### src/rtl/inst_loader_pkg.sv
// Shared definitions for the instruction loader: FSM state encodings and stream framing constants.
package inst_loader_pkg;

    localparam int HDR_BYTES      = 2;
    localparam int BYTES_PER_WORD = 4;

    typedef enum logic [2:0] {
        LD_IDLE   = 3'd0,
        LD_LEN_LO = 3'd1,
        LD_LEN_HI = 3'd2,
        LD_DATA   = 3'd3,
        LD_CSUM   = 3'd4,
        LD_DONE   = 3'd5,
        LD_ERR    = 3'd6
    } ld_state_e;

    // Total stream length in bytes for n words, excluding the optional checksum byte.
    function automatic int stream_bytes(input int n_words);
        return HDR_BYTES + BYTES_PER_WORD * n_words;
    endfunction

endpackage

### src/rtl/inst_loader_if.sv
// Byte-stream input and instruction-memory write port of the loader, grouped for reuse.
interface inst_loader_if;

    // Byte transfer: a byte moves only in a cycle where byte_valid_i && byte_ready_o.
    // The source may stall at any point; byte_i is meaningful only while byte_valid_i is high.
    logic        byte_valid_i;
    logic [7:0]  byte_i;
    logic        byte_ready_o;
    logic        mem_we_o;
    logic [31:0] mem_addr_o;
    logic [31:0] mem_wdata_o;

    modport master (
        input  byte_valid_i,
        input  byte_i,
        output byte_ready_o,
        output mem_we_o,
        output mem_addr_o,
        output mem_wdata_o
    );

    modport slave (
        output byte_valid_i,
        output byte_i,
        input  byte_ready_o,
        input  mem_we_o,
        input  mem_addr_o,
        input  mem_wdata_o
    );

endinterface

### src/rtl/inst_loader_word_packer.sv
// Packs accepted little-endian bytes into 32-bit words; emits a one-cycle pulse with each full word.
module word_packer
    import inst_loader_pkg::*;
(
    input  logic        clk,
    input  logic        rst,
    input  logic        clr_i,
    input  logic        byte_en_i,
    input  logic [7:0]  byte_i,
    output logic        last_byte_o,
    output logic        word_done_o,
    output logic [31:0] word_o
);

    logic [1:0]  cnt_q;
    logic [23:0] asm_q;
    logic        word_done_q;
    logic [31:0] word_q;

    assign last_byte_o = (cnt_q == 2'(BYTES_PER_WORD - 1));
    assign word_done_o = word_done_q;
    assign word_o      = word_q;

    // Bytes shift in from the top, so the first byte ends up in bits [7:0].
    always_ff @(posedge clk) begin
        if (rst) begin
            cnt_q       <= '0;
            asm_q       <= '0;
            word_done_q <= 1'b0;
            word_q      <= '0;
        end else begin
            word_done_q <= 1'b0;
            if (clr_i) begin
                cnt_q <= '0;
            end else if (byte_en_i) begin
                if (last_byte_o) begin
                    cnt_q       <= '0;
                    word_q      <= {byte_i, asm_q};
                    word_done_q <= 1'b1;
                end else begin
                    cnt_q <= cnt_q + 2'd1;
                    asm_q <= {byte_i, asm_q[23:8]};
                end
            end
        end
    end

endmodule

### src/rtl/inst_loader.sv
// Loads a length-prefixed byte stream into instruction memory while holding the core in reset.
// Optional trailing checksum byte is enabled by defining INST_LOADER_CHECKSUM_EN.
module inst_loader
    import inst_loader_pkg::*;
#(
    parameter logic [31:0] ADDR_BASE = 32'h0000_0000,
    parameter int unsigned MAX_WORDS = 4096
) (
    input  logic               clk,
    input  logic               rst,
    input  logic               load_start_i,
    inst_loader_if.master      bus,
    output logic               core_hold_o,
    output logic               busy_o,
    output logic               done_o,
    output logic               err_o,
    output ld_state_e          state_o
);

    localparam logic [16:0] MAX_W = 17'(MAX_WORDS);
`ifdef INST_LOADER_CHECKSUM_EN
    localparam ld_state_e END_ST = LD_CSUM;
`else
    localparam ld_state_e END_ST = LD_DONE;
`endif

    ld_state_e   state_q, state_d;
    logic [7:0]  len_lo_q, len_lo_d;
    logic [15:0] n_q, n_d;
    logic [15:0] word_cnt_q, word_cnt_d;
    logic [31:0] next_addr_q, next_addr_d;
    logic [31:0] mem_addr_q, mem_addr_d;
`ifdef INST_LOADER_CHECKSUM_EN
    logic [7:0]  csum_q, csum_d;
`endif

    logic        byte_acc;
    logic        start_load;
    logic        pk_en;
    logic        pk_last;
    logic        pk_done;
    logic [31:0] pk_word;
    logic [15:0] hdr_n;

    assign bus.byte_ready_o = state_q inside {LD_LEN_LO, LD_LEN_HI, LD_DATA, LD_CSUM};
    assign byte_acc   = bus.byte_valid_i && bus.byte_ready_o;
    assign start_load = load_start_i && (state_q inside {LD_IDLE, LD_DONE, LD_ERR});
    assign pk_en      = byte_acc && (state_q == LD_DATA);
    assign hdr_n      = {bus.byte_i, len_lo_q};

    word_packer u_packer (
        .clk         (clk),
        .rst         (rst),
        .clr_i       (start_load),
        .byte_en_i   (pk_en),
        .byte_i      (bus.byte_i),
        .last_byte_o (pk_last),
        .word_done_o (pk_done),
        .word_o      (pk_word)
    );

    always_comb begin
        state_d     = state_q;
        len_lo_d    = len_lo_q;
        n_d         = n_q;
        word_cnt_d  = word_cnt_q;
        next_addr_d = next_addr_q;
        mem_addr_d  = mem_addr_q;
`ifdef INST_LOADER_CHECKSUM_EN
        csum_d      = csum_q;
`endif
        // Address is latched alongside the word so both appear with the strobe.
        if (pk_en && pk_last) begin
            mem_addr_d  = next_addr_q;
            next_addr_d = next_addr_q + 32'd4;
            word_cnt_d  = word_cnt_q + 16'd1;
        end
        case (state_q)
            LD_IDLE, LD_DONE, LD_ERR: begin
                if (load_start_i) begin
                    state_d     = LD_LEN_LO;
                    next_addr_d = ADDR_BASE;
                    word_cnt_d  = '0;
`ifdef INST_LOADER_CHECKSUM_EN
                    csum_d      = '0;
`endif
                end
            end
            LD_LEN_LO: begin
                if (byte_acc) begin
                    len_lo_d = bus.byte_i;
                    state_d  = LD_LEN_HI;
                end
            end
            LD_LEN_HI: begin
                if (byte_acc) begin
                    n_d = hdr_n;
                    if ({1'b0, hdr_n} > MAX_W) state_d = LD_ERR;
                    else if (hdr_n == 16'd0)   state_d = END_ST;
                    else                       state_d = LD_DATA;
                end
            end
            LD_DATA: begin
                if (byte_acc) begin
`ifdef INST_LOADER_CHECKSUM_EN
                    csum_d = csum_q + bus.byte_i;
`endif
                    if (pk_last && (word_cnt_q == n_q - 16'd1)) state_d = END_ST;
                end
            end
`ifdef INST_LOADER_CHECKSUM_EN
            LD_CSUM: begin
                if (byte_acc) state_d = (bus.byte_i == csum_q) ? LD_DONE : LD_ERR;
            end
`endif
            default: state_d = LD_IDLE;
        endcase
    end

    always_ff @(posedge clk) begin
        if (rst) begin
            state_q     <= LD_IDLE;
            len_lo_q    <= '0;
            n_q         <= '0;
            word_cnt_q  <= '0;
            next_addr_q <= '0;
            mem_addr_q  <= '0;
`ifdef INST_LOADER_CHECKSUM_EN
            csum_q      <= '0;
`endif
        end else begin
            state_q     <= state_d;
            len_lo_q    <= len_lo_d;
            n_q         <= n_d;
            word_cnt_q  <= word_cnt_d;
            next_addr_q <= next_addr_d;
            mem_addr_q  <= mem_addr_d;
`ifdef INST_LOADER_CHECKSUM_EN
            csum_q      <= csum_d;
`endif
        end
    end

    assign bus.mem_we_o    = pk_done;
    assign bus.mem_addr_o  = mem_addr_q;
    assign bus.mem_wdata_o = pk_word;
    assign busy_o          = state_q inside {LD_LEN_LO, LD_LEN_HI, LD_DATA, LD_CSUM};
    assign core_hold_o     = busy_o || (state_q == LD_ERR);
    assign done_o          = (state_q == LD_DONE);
    assign err_o           = (state_q == LD_ERR);
    assign state_o         = state_q;

endmodule

### src/flat_wrapper.sv
// flat-port wrapper written by rule: the top's interface ports become plain ports
module inst_loader_flat import inst_loader_pkg::*;
#(
    parameter logic [31:0] ADDR_BASE = 32'h0000_0000,
    parameter int unsigned MAX_WORDS = 4096
)
  (clk, rst, load_start_i, core_hold_o, busy_o, done_o, err_o, state_o, bus_byte_valid_i, bus_byte_i, bus_byte_ready_o, bus_mem_we_o, bus_mem_addr_o, bus_mem_wdata_o);
  inst_loader_if bus_i ();
  input  logic clk;
  input  logic rst;
  input  logic load_start_i;
  output logic core_hold_o;
  output logic busy_o;
  output logic done_o;
  output logic err_o;
  output ld_state_e state_o;
  input wire logic [$bits(bus_i.byte_valid_i)-1:0] bus_byte_valid_i;
  input wire logic [$bits(bus_i.byte_i)-1:0] bus_byte_i;
  output wire logic [$bits(bus_i.byte_ready_o)-1:0] bus_byte_ready_o;
  output wire logic [$bits(bus_i.mem_we_o)-1:0] bus_mem_we_o;
  output wire logic [$bits(bus_i.mem_addr_o)-1:0] bus_mem_addr_o;
  output wire logic [$bits(bus_i.mem_wdata_o)-1:0] bus_mem_wdata_o;
  assign bus_i.byte_valid_i = bus_byte_valid_i;
  assign bus_i.byte_i = bus_byte_i;
  assign bus_byte_ready_o = bus_i.byte_ready_o;
  assign bus_mem_we_o = bus_i.mem_we_o;
  assign bus_mem_addr_o = bus_i.mem_addr_o;
  assign bus_mem_wdata_o = bus_i.mem_wdata_o;
  inst_loader #(.ADDR_BASE(ADDR_BASE), .MAX_WORDS(MAX_WORDS)) u_core (.clk(clk), .rst(rst), .load_start_i(load_start_i), .bus(bus_i), .core_hold_o(core_hold_o), .busy_o(busy_o), .done_o(done_o), .err_o(err_o), .state_o(state_o));
endmodule
### config.mk
export PLATFORM = sky130hd
export DESIGN_NAME = inst_loader_flat
export DESIGN_NICKNAME = d
export VERILOG_FILES = /design/src/rtl/inst_loader_pkg.sv /design/src/rtl/inst_loader_if.sv /design/src/rtl/inst_loader_word_packer.sv /design/src/rtl/inst_loader.sv /design/src/flat_wrapper.sv
export SDC_FILE = /design/constraint.sdc
export NUM_CORES = 1
export LEC_CHECK = 0
export ABC_AREA = 1
export CAP_MARGIN = 10
export CORE_MARGIN = 2
export CORE_UTILIZATION = 45
export CTS_BUF_LIST = sky130_fd_sc_hd__clkbuf_4 sky130_fd_sc_hd__clkbuf_8
export DETAILED_ROUTE_END_ITERATION = 8
export HOLD_SLACK_MARGIN = 0.03
export PLACE_DENSITY = 0.66
export SLEW_MARGIN = 20
export SYNTH_ARGS = -nofsm -noshare
export SYNTH_HDL_FRONTEND = slang
export SYNTH_HIERARCHICAL = 1
export SYNTH_SLANG_ARGS = --single-unit
### constraint.sdc
create_clock -name clk -period 2.09 [get_ports clk]
set_clock_uncertainty 0.2 [all_clocks]
set_input_delay 0.418 -clock clk [delete_from_list [all_inputs] [get_ports clk]]
set_output_delay 0.418 -clock clk [all_outputs]
set_load 0.03 [all_outputs]
---- Yosys cells after proc, flatten, opt, wreduce, memory -nomap -nowiden ----
Cells that the tools add are included.
word-level totals
  word-level logic and storage cells ...... 65
  bits of input ports ..................... 12
  output and inout bits ................... 73
  register bits after elaboration ......... 166
cells by class
  bitwise operators ....................... 3
  $add $sub $neg .......................... 4
  mux-type cells .......................... 16
  reduce and logical (&&, ||, !) cells .... 18
  eq/ne operators ......................... 13
  $lt $le $gt $ge ......................... 1
operator list
  cell                                                                     number
  32-bit 2-to-1 mux                                                        3
  16-bit 2-to-1 mux                                                        3
  32-bit by 3-bit adder with 32-bit output (second input constant)         1
  3-bit 2-to-1 mux                                                         7
  16-bit by 1-bit adder with 16-bit output (second input constant)         1
  16-bit == test                                                           1
  16-bit by 13-bit > comparator with 1-bit output (second input constant)  1
  16-bit logical NOT                                                       1
  16-bit by 1-bit subtractor with 16-bit output (second input constant)    1
  3-bit case mux with 4 select lines                                       1
  3-bit == test (second input constant)                                    3
  3-bit by 2-bit == test with 1-bit output (second input constant)         2
  2-bit by 1-bit != test with 1-bit output (second input constant)         3
  3-bit AND reduction                                                      2
  3-bit OR reduction                                                       2
  1-bit logical AND                                                        5
  5-bit AND reduction                                                      1
  2-bit != test (second input constant)                                    2
  2-bit AND reduction                                                      2
  4-bit nonzero test                                                       1
  3-bit by 1-bit == test with 1-bit output (second input constant)         1
  3-bit logical NOT                                                        1
  1-bit inverter                                                           3
  3-bit nonzero test                                                       1
  6 further kinds                                                          6

---- Longest topological paths before layout ----
  depth in word-level cells ............... 8
  depth in mapped cells ................... 17
  gate-level depth less buffers ........... 17

---- Cells and area by module ----
Netlist, hierarchy kept.
modules (own cells, without submodules)
  module       area each (um^2)  sequential area each (um^2)  instances  cells an instance
  inst_loader  4949.7            2062.0                       1          683
  word_packer  2514.9            1181.1                       1          378

---- Worst setup path after synthesis ----
No wires, ideal clock.
  path kind ............................... reg-to-reg
  start ................................... register u_core.state_q[2], in the netlist u_core/state_o[2]
  end ..................................... register u_core.u_packer.asm_q[17]
  arrival time ............................ 2.369 ns
  period minus slack after synthesis ...... 2.684 ns
  library setup time ...................... 0.115 ns
  buffers on the path ..................... 2
  stages on the path, launching flop included .. 11
  setup slack ............................. -0.594 ns
  required time ........................... 1.775 ns
  path through ............................ dfxtp_1 -> inv_1 -> nor3_1 -> a211o_1 -> nand2_1 -> inv_2 -> nor2_1 -> buf_4 -> buf_4 -> a21oi_1 -> nor2_1
on the way
  longest elaborated chain between the ends .. 5
  elaborated cells between the ends (all ways) .. 14
  those cells by class .................... eq/ne (6); bitwise (1); reduce/logical (7)
RTL lines
  element                        line                           RTL
  start, declared                inst_loader.sv:27              ld_state_e state_q, state_d;
  start signal, assigned         inst_loader.sv:132             state_q <= state_d;
  3-bit == test                  -
  named net err_o                flat_wrapper.sv:15             output logic err_o;
  3-bit nonzero test             inst_loader.sv:47              assign start_load = load_start_i && (state_q inside {LD_IDLE, LD_DONE, LD_ERR});
  1-bit logical AND              inst_loader.sv:47
  named net u_core.start_load    inst_loader.sv:38              logic start_load;
  1-bit inverter (no line)       -
  3-bit AND reduction (no line)  -
  end signal, assigned           inst_loader_word_packer.sv:42  asm_q <= {byte_i, asm_q[23:8]};
  end, declared                  inst_loader_word_packer.sv:16  logic [23:0] asm_q;
The timed path passes the listed nets, and every way through them passes these cells.
A chain may end at the register's enable or synchronous reset.

---- Worst setup path in the final report ----
  start ................................... register u_core.state_q[2], in the netlist u_core/state_o[2]
  end ..................................... output core_hold_o
on the way
  longest elaborated chain between the ends .. 3
  elaborated cells between the ends (all ways) .. 7
  those cells by class .................... eq/ne (5); reduce/logical (2)
RTL lines
  element                                                           line                RTL
  3-bit by 1-bit == test with 1-bit output (tied with other cells)  inst_loader.sv:147  assign busy_o = state_q inside {LD_LEN_LO, LD_LEN_HI, LD_DATA, LD_CSUM};
  4-bit nonzero test                                                inst_loader.sv:147
  1-bit logical OR *                                                inst_loader.sv:148  assign core_hold_o = busy_o || (state_q == LD_ERR);
  end, declared                                                     flat_wrapper.sv:12  output logic core_hold_o;
Every way passes the cells marked *; elsewhere a longest branch is shown, timed or not.

==> results.sh <==
export IMPL_cellLeakagePower_nw=5.05
export IMPL_fmax_mhz=458
export IMPL_max_stage_delay_ns=0.38
export IMPL_vias=7214
export IMPL_ys_ff_latch=162
export IMPL_avgSynthCellArea_um2=7.04
export IMPL_antenna_found_initial=0
export IMPL_place_area_mm2=0.00899
export IMPL_area_growth_pct=37.9
export IMPL_diodes=0
export IMPL_stdcell_area_mm2=0.0103
export IMPL_post_route_util_pct=62.7
export IMPL_hold_path_endpoint="u_core/bus.mem_addr_o[5]$_SDFFE_PP0P_"
export IMPL_yosysUniqueCellTypes=43
export IMPL_multi_input_area_mm2=0.00390
export IMPL_grt_pass1_wl_um=30200
export IMPL_initial_core_util_pct=45.5
export IMPL_port_buffers=82
export IMPL_root_buffer="clkbuf_8"
export IMPL_cts_sinks=162
export IMPL_final_common_cell="nor2_1"
export IMPL_ys_seq_area_share_pct=43.4
export IMPL_wire_per_inst_um=14.0
export IMPL_num_io_pins=85
export IMPL_setup_viol_count_final=8
export IMPL_synthesis_instances=1061
export IMPL_gr_total_overflow=0
export IMPL_cpMostUsedCell="buf_6"
export IMPL_place_congestion=0.844
export IMPL_cts_tree="yes"
export IMPL_critPathRequiredTime_ns=1.47
export IMPL_drc_errors=0
export IMPL_netlist_area_leader_share_pct=43.4
export IMPL_grt_max_degree=66
export IMPL_grt_pass1_vias=6117
export IMPL_path_max_fanout=4
export IMPL_final_hold_violation_count=0
export IMPL_post_synth_top_area_cell="dfxtp_1"
export IMPL_synth_area_mm2=0.00746
export IMPL_post_route_min_period_ns=2.18
export IMPL_coreArea_mm2=0.0164
export IMPL_violations="negative setup slack"
export IMPL_die_w_um=133
export IMPL_ctsHoldBuffers=0
export IMPL_vias_per_cell=4.90
export IMPL_clock_latency_ns=0.46
export IMPL_fillers=1449
export IMPL_yosys_warnings=6
export IMPL_ir_worst_vdd_mv=0.484
export IMPL_worstPathArrival_ns=1.56
export IMPL_critPathCaptureType="output pin"
export IMPL_drt_pass1_iterations=7
export IMPL_cts_buffer_depth=2
export IMPL_final_cell_mix="nor2_1, nand2_1, dfxtp_1"
export IMPL_dieArea_mm2=0.0176
export IMPL_fp_row_count=47
export IMPL_dpl_hpwl_um=12600
export IMPL_slew_viol_final=0
export IMPL_clkSlewWorstSetupHoldPaths_ns=0.08
export IMPL_worstHoldPathCells=2
export IMPL_cp_slowest_cell="dfxtp_4"
export IMPL_crit_path_start_kind="flop"
export IMPL_antenna_left=0
export IMPL_status="complete, but fails checks"
export IMPL_timing_rr_start="u_core/state_o[2]$_SDFFE_PP0P_"
export IMPL_regArea_mm2=0.00326
export IMPL_r2r_slack_ns=-0.04
export IMPL_hp_class="reg2reg"
export IMPL_r2r_end="u_core/next_addr_q[22]$_SDFF_PP0_"
export IMPL_routed_wl_um=20600
export IMPL_synth_area_leaders="dfxtp_1, nor2_1, nand2_1"
export IMPL_path_cells="clkinv_4 -> buf_6 -> xor2_4 -> or2_4 -> buf_6"
export IMPL_final_layout_size_suffix_gt1_share_pct=22.0
export IMPL_critPathKind="reg2out"
export IMPL_setup_ws_ns=-0.0913
export IMPL_drv_cap=0
export IMPL_drtIter0Drc=581
export IMPL_finalCritPeriodShare_pct=104
export IMPL_grtUsageTotal_pct=20.9
export IMPL_cts_max_level=4
export IMPL_fin_nets=1254
export IMPL_r2r_cells=14
export IMPL_startpoint="u_core/state_o[2]$_SDFFE_PP0P_"
export IMPL_power_density_mw_per_mm2=880
export IMPL_die_height_um=133
export IMPL_grt_setup_unrepaired="yes"
export IMPL_holdCritStartpoint="u_core/bus.mem_addr_o[5]$_SDFFE_PP0P_"
export IMPL_numCtsBuffers=17
[cell type report]
class | instances | area share (%)
clock buffers | 20 | 2.55
inverters | 121 | 4.58
repair buffers | 202 | 19.3
well taps | 220 | 2.67
clock inverters | 12 | 1.29
multi-input cells | 734 | 37.9
flip-flops and latches | 162 | 31.7
[how the worst max path moves through the flow]
stage                                                   endpoint
after floorplan           u_core/u_packer/asm_q[17]$_SDFFE_PP0P_
after global placement          u_core/word_cnt_q[14]$_SDFF_PP0_
after detailed placement        u_core/word_cnt_q[14]$_SDFF_PP0_
after CTS                                            core_hold_o
after global routing           u_core/next_addr_q[22]$_SDFF_PP0_
final                                                core_hold_o
[flip-flops by register name, indices dropped and copies added (netlist names)]
signal / count
u_core/u_packer/word_o: 32
u_core/bus.mem_addr_o: 30
u_core/next_addr_q: 30
u_core/u_packer/asm_q: 24
u_core/n_q: 16
u_core/word_cnt_q: 16
u_core/len_lo_q: 8
u_core/state_o: 3
u_core/u_packer/cnt_q: 2
u_core/u_packer/word_done_o: 1
[stage by stage]
step	std cells	setup TNS [ns]	worst slack [ns]	hold slack (ns)	power [mW]
2_1_floorplan	1062	0	0.00180	0.240	5.27
3_3_place_gp	1393	-17.97	-0.458	0.250	6.10
3_5_place_dp	1393	-17.97	-0.471	0.256	6.12
4_1_cts	1439	-0.545	-0.133	0.264	8.62
5_1_grt	1471	-2.47	-0.209	0.285	9.54
6_report	1471	-0.226	-0.0913	0.266	9.06
[metal layers]
metal	GRT usage (%)	wire, um	share of wire, %
met1	29.7	9800	48
met2	32.5	9660	47
met3	4.37	931	4.5
met4	5.68	218	1.1
met5	0	0	0
[cells by family after synthesis]
| kind of cell | share of synthesized area (%) |
|---|---|
| compound gates | 10.1 |
| xor+xnor | 3.96 |
| fa+ha+maj | 0.670 |
| buf+inv | 9.45 |
| flops | 43.4 |
| other cells | 0.0502 |
| simple gates | 32.3 |
[worst max-delay path: cells and delay by family, from the launching register on]
kind                   cells  cell delay (ns)
AND/OR/NAND/NOR            1             0.25
XOR/XNOR                   1             0.15
flip-flops                 1             0.38
buffers and inverters      3             0.32
[cell usage after synthesis, drive strengths merged]
master / n
a211o: 1
a21oi: 75
a221oi: 1
a31oi: 2
buf: 28
clkbuf: 18
conb: 1
dfxtp: 162
ha: 4
inv: 121
nand2: 208
nand3: 45
nand3b: 5
nand4: 15
nor2: 243
nor3: 21
nor3b: 1
nor4: 7
o21a: 2
o21ai: 65
o41ai: 1
or2: 3
xnor2: 9
xor2: 22
xor3: 1
[report_power, final]
part	internal, mW	leakage [nW]	total (mW)	switching [mW]
Clock	1.12	0.196	2.31	1.19
Combinational	1.46	3.54	3.29	1.84
Sequential	3.26	1.31	3.45	0.192
Total	5.84	5.05	9.06	3.22
[what timing repair did]
action / CTS / global route
buffers inserted: 14 / 22
pin swaps: 18 / 34
cloned: 0 / 11
setup endpoints to repair: 80 / 82
gates resized for setup: 95 / 111
(Power assumes the default switching activity.)
